===== src/rtl/ahb_interconnect.sv =====
// Single-master, N-slave AHB-lite interconnect: address decoder, registered
// data-phase response mux, built-in ERROR default slave and wait-state watchdog.
module ahb_interconnect #(
    parameter int DATA_W     = 8,
    parameter int ADDR_W     = 11,
    parameter int IDX_W      = 2,
    parameter int NUM_SLAVES = 4,
    parameter int TIMEOUT    = 16
) (
    input  logic                         hclk,
    input  logic                         hresetn,
    input  logic [ADDR_W-1:0]            haddr,
    input  logic [1:0]                   htrans,
    output logic [ADDR_W-IDX_W-1:0]      slv_haddr,
    output logic [NUM_SLAVES-1:0]        hsel_s,
    input  logic [NUM_SLAVES*DATA_W-1:0] hrdata_s,
    input  logic [NUM_SLAVES-1:0]        hreadyout_s,
    input  logic [NUM_SLAVES-1:0]        hresp_s,
    output logic [DATA_W-1:0]            hrdata,
    output logic                         hready,
    output logic                         hresp,
    output logic [7:0]                   err_cnt,
    output logic                         timeout_evt
);

    localparam int WCNT_W = (TIMEOUT > 1) ? $clog2(TIMEOUT) : 1;

    typedef enum logic [1:0] {
        DP_IDLE = 2'd0,
        DP_SLV  = 2'd1,
        DP_ERR1 = 2'd2,
        DP_ERR2 = 2'd3
    } dp_state_t;

    dp_state_t          state_reg, state_next, open_state;
    logic [IDX_W-1:0]   idx;
    logic [IDX_W-1:0]   dsel_reg;
    logic               dact_reg;
    logic [WCNT_W-1:0]  wcnt_reg;
    logic               abort_reg;
    logic [7:0]         err_cnt_reg;
    logic               mapped;
    logic               opens;
    logic               wd_abort;
    logic               slv_ready;
    logic               slv_resp;
    logic [DATA_W-1:0]  slv_data;

    assign idx       = haddr[ADDR_W-1 -: IDX_W];
    assign mapped    = (32'(idx) < NUM_SLAVES);
    assign opens     = (htrans == 2'b10) || (htrans == 2'b11);
    assign slv_haddr = haddr[ADDR_W-IDX_W-1:0];

    // Decode is purely combinational and deliberately not gated by htrans.
    generate
        for (genvar gi = 0; gi < NUM_SLAVES; gi++) begin : g_hsel
            assign hsel_s[gi] = mapped && (idx == IDX_W'(gi));
        end
    endgenerate

    // Response mux is steered by the registered data-phase select only.
    always_comb begin
        slv_ready = 1'b0;
        slv_resp  = 1'b0;
        slv_data  = '0;
        for (int k = 0; k < NUM_SLAVES; k++) begin
            if (dsel_reg == IDX_W'(k)) begin
                slv_ready = hreadyout_s[k];
                slv_resp  = hresp_s[k];
                slv_data  = hrdata_s[k*DATA_W +: DATA_W];
            end
        end
    end

    assign wd_abort = (TIMEOUT > 0) && (state_reg == DP_SLV) && !slv_ready &&
                      (wcnt_reg == WCNT_W'(TIMEOUT - 1));

    assign open_state = opens ? (mapped ? DP_SLV : DP_ERR1) : DP_IDLE;

    always_ff @(posedge hclk or negedge hresetn) begin
        if (!hresetn) begin
            state_reg <= DP_IDLE;
        end else begin
            state_reg <= state_next;
        end
    end

    always_comb begin
        state_next = state_reg;
        case (state_reg)
            DP_IDLE: state_next = open_state;
            DP_SLV: begin
                if (slv_ready) begin
                    state_next = open_state;
                end else if (wd_abort) begin
                    state_next = DP_ERR1;
                end
            end
            DP_ERR1: state_next = DP_ERR2;
            DP_ERR2: state_next = open_state;
            default: state_next = DP_IDLE;
        endcase
    end

    always_comb begin
        hready = 1'b1;
        hresp  = 1'b0;
        hrdata = '0;
        case (state_reg)
            DP_SLV: begin
                hready = slv_ready;
                hresp  = slv_resp;
                hrdata = slv_data;
            end
            DP_ERR1: begin
                hready = 1'b0;
                hresp  = 1'b1;
            end
            DP_ERR2: hresp = 1'b1;
            default: ;
        endcase
    end

    always_ff @(posedge hclk or negedge hresetn) begin
        if (!hresetn) begin
            dsel_reg    <= '0;
            dact_reg    <= 1'b0;
            wcnt_reg    <= '0;
            abort_reg   <= 1'b0;
            err_cnt_reg <= 8'd0;
        end else begin
            if (hready) begin
                dsel_reg <= idx;
                dact_reg <= opens;
            end
            if ((state_reg == DP_SLV) && !hready) begin
                wcnt_reg <= wcnt_reg + 1'b1;
            end else begin
                wcnt_reg <= '0;
            end
            // Remember an abort until its ERR2 beat completes so the pulse lands there.
            if (wd_abort) begin
                abort_reg <= 1'b1;
            end else if (hready) begin
                abort_reg <= 1'b0;
            end
            if (dact_reg && hready && hresp && (err_cnt_reg != 8'hFF)) begin
                err_cnt_reg <= err_cnt_reg + 8'd1;
            end
        end
    end

    assign err_cnt     = err_cnt_reg;
    assign timeout_evt = (state_reg == DP_ERR2) && abort_reg;

endmodule


===== config.mk =====
export PLATFORM = sky130hd
export DESIGN_NAME = ahb_interconnect
export DESIGN_NICKNAME = d
export VERILOG_FILES = /design/src/rtl/ahb_interconnect.sv
export SDC_FILE = /design/constraint.sdc
export NUM_CORES = 1
export LEC_CHECK = 0
export ABC_CLOCK_PERIOD_IN_PS = 4700
export BUFFER_PORTS_ARGS = -buffer_cell sky130_fd_sc_hd__buf_2
export CAP_MARGIN = 10
export CORE_AREA = 2 2 58 60
export DETAILED_ROUTE_END_ITERATION = 10
export DIE_AREA = 0 0 60 62
export PLACE_DENSITY = 0.82
export RECOVER_POWER = 50
export SYNTH_ARGS = -nofsm -noshare
export SYNTH_HDL_FRONTEND = slang
export SYNTH_SLANG_ARGS = --single-unit
export TNS_END_PERCENT = 1

===== constraint.sdc =====
create_clock -name hclk -period 4.7 [get_ports hclk]
set_input_delay 0.235 -clock hclk [delete_from_list [all_inputs] [get_ports hclk]]
set_output_delay 0.235 -clock hclk [all_outputs]
set_load 0.01 [all_outputs]

* After elaboration in Yosys (flattened, before gate mapping)
Index checks and enable logic that the tools add are counted.
Word-level totals: register bits after elaboration 18, bits of input ports 55, output and inout bits 32, logic and storage cells 60
Cells by class: add/sub/neg operators 2, equality and inequality tests 14, mux-type cells 22, reduce and logical (&&, ||, !) cells 16
Operator list (count):
- $mux 8 | 5
- $eq 2x2->1 const B | 8
- $mux 1 | 11
- $add 8x1->8 const B | 1
- $ne 8x8->1 const B | 1
- $logic_and 1x1->1 | 7
- $eq 2x1->1 const B | 3
- $logic_not 2->1 | 3
- $pmux 2 s3 | 1
- $add 4x1->4 const B | 1
- $eq 4x4->1 const B | 1
- $mux 2 | 2
- $mux 4 | 1
- $pmux 1 s2 | 2
- $reduce_or 2->1 | 2
- $ne 3x3->1 const B | 1
- $logic_not 1->1 | 2
- $reduce_bool 2->1 | 1
- $logic_or 1x1->1 | 1

* Logic depth before layout (Yosys ltp)
depth in word-level cells 11, depth in mapped cells 8

* Least setup slack after synthesis
OpenSTA, ideal clock, no wires.
path kind flip-flop to flip-flop, start point reg state_reg[1], end point reg err_cnt_reg[1] (netlist: err_cnt[1]), arrival 1.844 ns, required time 4.575 ns, path slack 2.731 ns, stages on the path, launching flop included 7, path buffers 0, clock period less this slack 1.969 ns, path through dfrtp_1 -> inv_1 -> ha_1 -> or3b_1 -> o221a_4 -> nor3_2 -> mux2_2
Between the ends: word-level cells in the longest chain between the ends 5, elaborated cells between the ends (all ways) 9, those cells by class eq/ne (3); mux (2); reduce/logical (4)
Ends and longest elaborated chain:
- from (decl) | RTL line 35 | dp_state_t state_reg, state_next, open_state;
- from (signal assigned) | RTL line 84 | state_reg <= state_next;
- $eq 2x2->1 / $eq 2x1->1 (equally long branches) | RTL line 109 | case (state_reg)
- $reduce_or 2->1 (no line) / $pmux 1 s2 (equally long branches)
- $pmux 1 s2 / $logic_and 1x1->1 (equally long branches) | RTL line 109, 147
- $logic_and 1x1->1 * (2 in series) | RTL line 147 | if (dact_reg && hready && hresp && (err_cnt_reg != 8'hFF)) begin
- to (signal assigned) | RTL line 148 | err_cnt_reg <= err_cnt_reg + 8'd1;
- to (decl) | RTL line 41 | logic [7:0] err_cnt_reg;
Mark *: on every way between the ends. The rest lies on a longest branch, timed or not. A chain may end at the register's enable or synchronous reset.

* Worst setup path in the final report
start point reg state_reg[1], end point out hready
Between the ends: word-level cells in the longest chain between the ends 2, elaborated cells between the ends (all ways) 3, those cells by class eq/ne (2); mux (1)
Ends and longest elaborated chain:
- $eq 2x2->1 / $eq 2x1->1 (equally long branches) | RTL line 109
- $pmux 1 s2 * | RTL line 109
- to (decl) | RTL line 20 | output logic hready,
Marked as above.

==> out/metrics.cfg <==
[pwr]
clockPowerShare_pct = 12.6
power_density_nw_per_um2 = 446
combPwrFrac_pct = 52.6
swShare_pct = 39.7
power_switching_uw = 295
p_leak_uw = 0.000865
intPower_uw = 450
pwr-share-seq_pct = 34.8
vdd_drop_max_mv = 0.159

[route]
routed_wl_um = 2900
antenna_left = 0
post_drt_wl_per_cell_um = 13.0
drt-vias-per-instance = 5.01
drt_iter0_drc = 25
firstDrtPassIters = 4
post-route-drc-count = 0
num_vias = 1117

[finish]
fin_util_pct = 52.6
nets = 239
final_cell_mix = buf_2 (59), dfrtp_1 (18), and2_1 (13), xor2_1 (8), clkbuf_1 (8)
area_growth_pct = 25.2
final_area_um2 = 1670
largest_reg_flops = 8
diodes = 0
drive_above_1_share_pct = 42.4
mostFrequentLayoutCell = buf_2
nFillCells = 294

[placement]
placed_area_um2 = 1640
gp_congestion = 0.741
hpwl_um = 2380
port_buffers = 67

[critical_path]
slowest_delay_ns = 0.48
endpoint_kind = output pin
crit_type = flop to output pin
worstPathCellList = inv_1, ha_1, or2b_1, o221ai_2, inv_1, buf_2
critical_path.top_delay_family = compound AO/OA/AOI/OAI gates
crit_required_ns = 4.47
timing.rr.end = err_cnt[1]
crit_buf_inv = 3
start_kind = flop
cp.depth = 6
worst_ep_arrival_time_ns = 2.30
path_max_fanout = 14
reg2reg_from = state_reg[1]
crit_slowest_cell = o221ai_2
timing.reg2reg.setup_slack_ns = 2.41
path_common_cell = inv_1
worstRegToRegCells = 6

[yosys]
ys.flop_type = dfrtp_1
synth_seq_area_share_pct = 33.7
async_flop_share_pct = 100
avgSynthCellArea_um2 = 11.3
yosysUniqueCellTypes = 35
synthCells = 118
syn-num-nets = 179
synth_edf_count = 0
ys_seq_elements = 18
yosys_warnings = 0
synthesis.area_um2 = 1340

[clocking]
root_buffer = clkbuf_4
cts.sinks = 18
clockBufferDepth = 2
numCtsBuffers = 3
h-tree-depth = 1
cts_tree = done
path_clk_slew_ns = 0.10
clk_latency_ns = 0.29
post_cts_buffers = 0

[sta]
tns_ns = 0
layout_worst_path_cycle_share_pct = 54.0
worst_pin_slew_ns = 0.961
grt_setup_unrepaired = no
setup_viol = 0
final_hold_viol_count = 0
relSlewSlack_pct = 35.9
timing.fmax_ghz = 0.394
slew_violations = 0
finClkSkew_ns = 0.00321
fin_crit_ns = 2.54

[floorplanning]
die-area_um2 = 3720
dieWidth_um = 60
core_area_um2 = 3180
pin_count = 87
initial_core_util_pct = 42.0
die_h_um = 62
rows = 21

[worst_hold_path]
min_from = htrans[1]
hold_end = dact_reg
min_path_cells = 2
hold_class = input pin to flop

[grt]
first_global_vias = 1023
grt_pass1_wl_um = 4170
antenna_found_initial = 0
grt_overflow = 0
grt_max_degree = 19
grt_usage_pct = 15.2

[flow_run]
max_cap_violations = 0

[run_status]
status = finished, final reports clean

-- metal layers --
layer / vias up / share of wire [%] / global-route usage (%)
met5: - / 0 / 0
met4: 0 / 0.66 / 5.08
met3: 2 / 9.4 / 4.35
met2: 50 / 52 / 29.3
met1: 519 / 38 / 15.6
li1: 546 / - / -
-- logic make-up (layout without fill, tap and decap cells) --
family	count (synthesis)	in the layout	share of synthesized area (%)
adders and majority gates	6	6	5.62
buffers and inverters	19	78	8.62
AOI/OAI and AO/OA	10	10	6.65
xor gates and xnor gates	9	9	5.90
DFF	18	18	33.7
and+or+nand+nor	40	40	18.0
muxes	16	16	21.5
-- through the flow --
stage | setup WS [ns] | hold slack [ns] | std cells | power [uW]
finish | 2.16 | 0.212 | 223 | 745
CTS | 2.13 | 0.203 | 223 | 758
detailed placement | 2.41 | 0.188 | 218 | 663
global route | 1.94 | 0.211 | 223 | 817
global placement | 2.43 | 0.184 | 218 | 655
floorplan | 2.73 | -0.0606 | 118 | 560
-- synth_stat cells, types with 2 or more instances --
| cell type | n | area (um^2) |
|---|---|---|
| nor2b_1 | 3 | 18.8 |
| buf_4 | 9 | 67.6 |
| and2_1 | 13 | 81.3 |
| mux4_1 | 5 | 131 |
| inv_1 | 6 | 22.5 |
| ha_1 | 6 | 75.1 |
| mux2i_1 | 2 | 20.0 |
| mux2_2 | 6 | 67.6 |
| and3_1 | 2 | 12.5 |
| nor2_1 | 2 | 7.51 |
| nand3_1 | 6 | 30.0 |
| nand2_1 | 2 | 7.51 |
| nor4_1 | 5 | 31.3 |
| o211ai_1 | 2 | 15.0 |
| mux4_2 | 3 | 67.6 |
| dfrtp_1 | 18 | 450 |
| o21ai_0 | 2 | 10.0 |
| buf_2 | 2 | 10.0 |
| xor2_1 | 8 | 70.1 |
-- cell type report --
class	instances	area [um^2]	share of cell area, %
timing repair buffer	68	335	20.1
multi-input combinational	81	769	46.0
clock buffer	4	36.3	2.17
sequential	18	450	26.9
tap	46	57.6	3.44
inverter	6	22.5	1.35
-- power by group through the flow --
stage	registers (uW)	logic [uW]	clock network, uW
6_report	260	392	93.7
5_1_grt	271	444	103
4_1_cts	261	401	96.8
3_5_place_dp	264	398	0
3_3_place_gp	262	393	0
2_1_floorplan	237	322	0
-- repair_timing --
action | 4_1_cts | 5_1_grt
hold endpoints to repair | 18 | 0
resized for setup | 0 | 0
hold buffers | 1 | 0
-- how the worst max path moves through the flow --
stage,startpoint,endpoint,slack (ns)
after floorplan,state_reg[1],err_cnt[1],2.73
after global placement,state_reg[1],err_cnt[1],2.43
after detailed placement,state_reg[1],err_cnt[1],2.41
after CTS,state_reg[1],hready,2.13
after global routing,state_reg[1],hready,1.94
final,state_reg[1],hready,2.16
(Power assumes the default switching activity.)
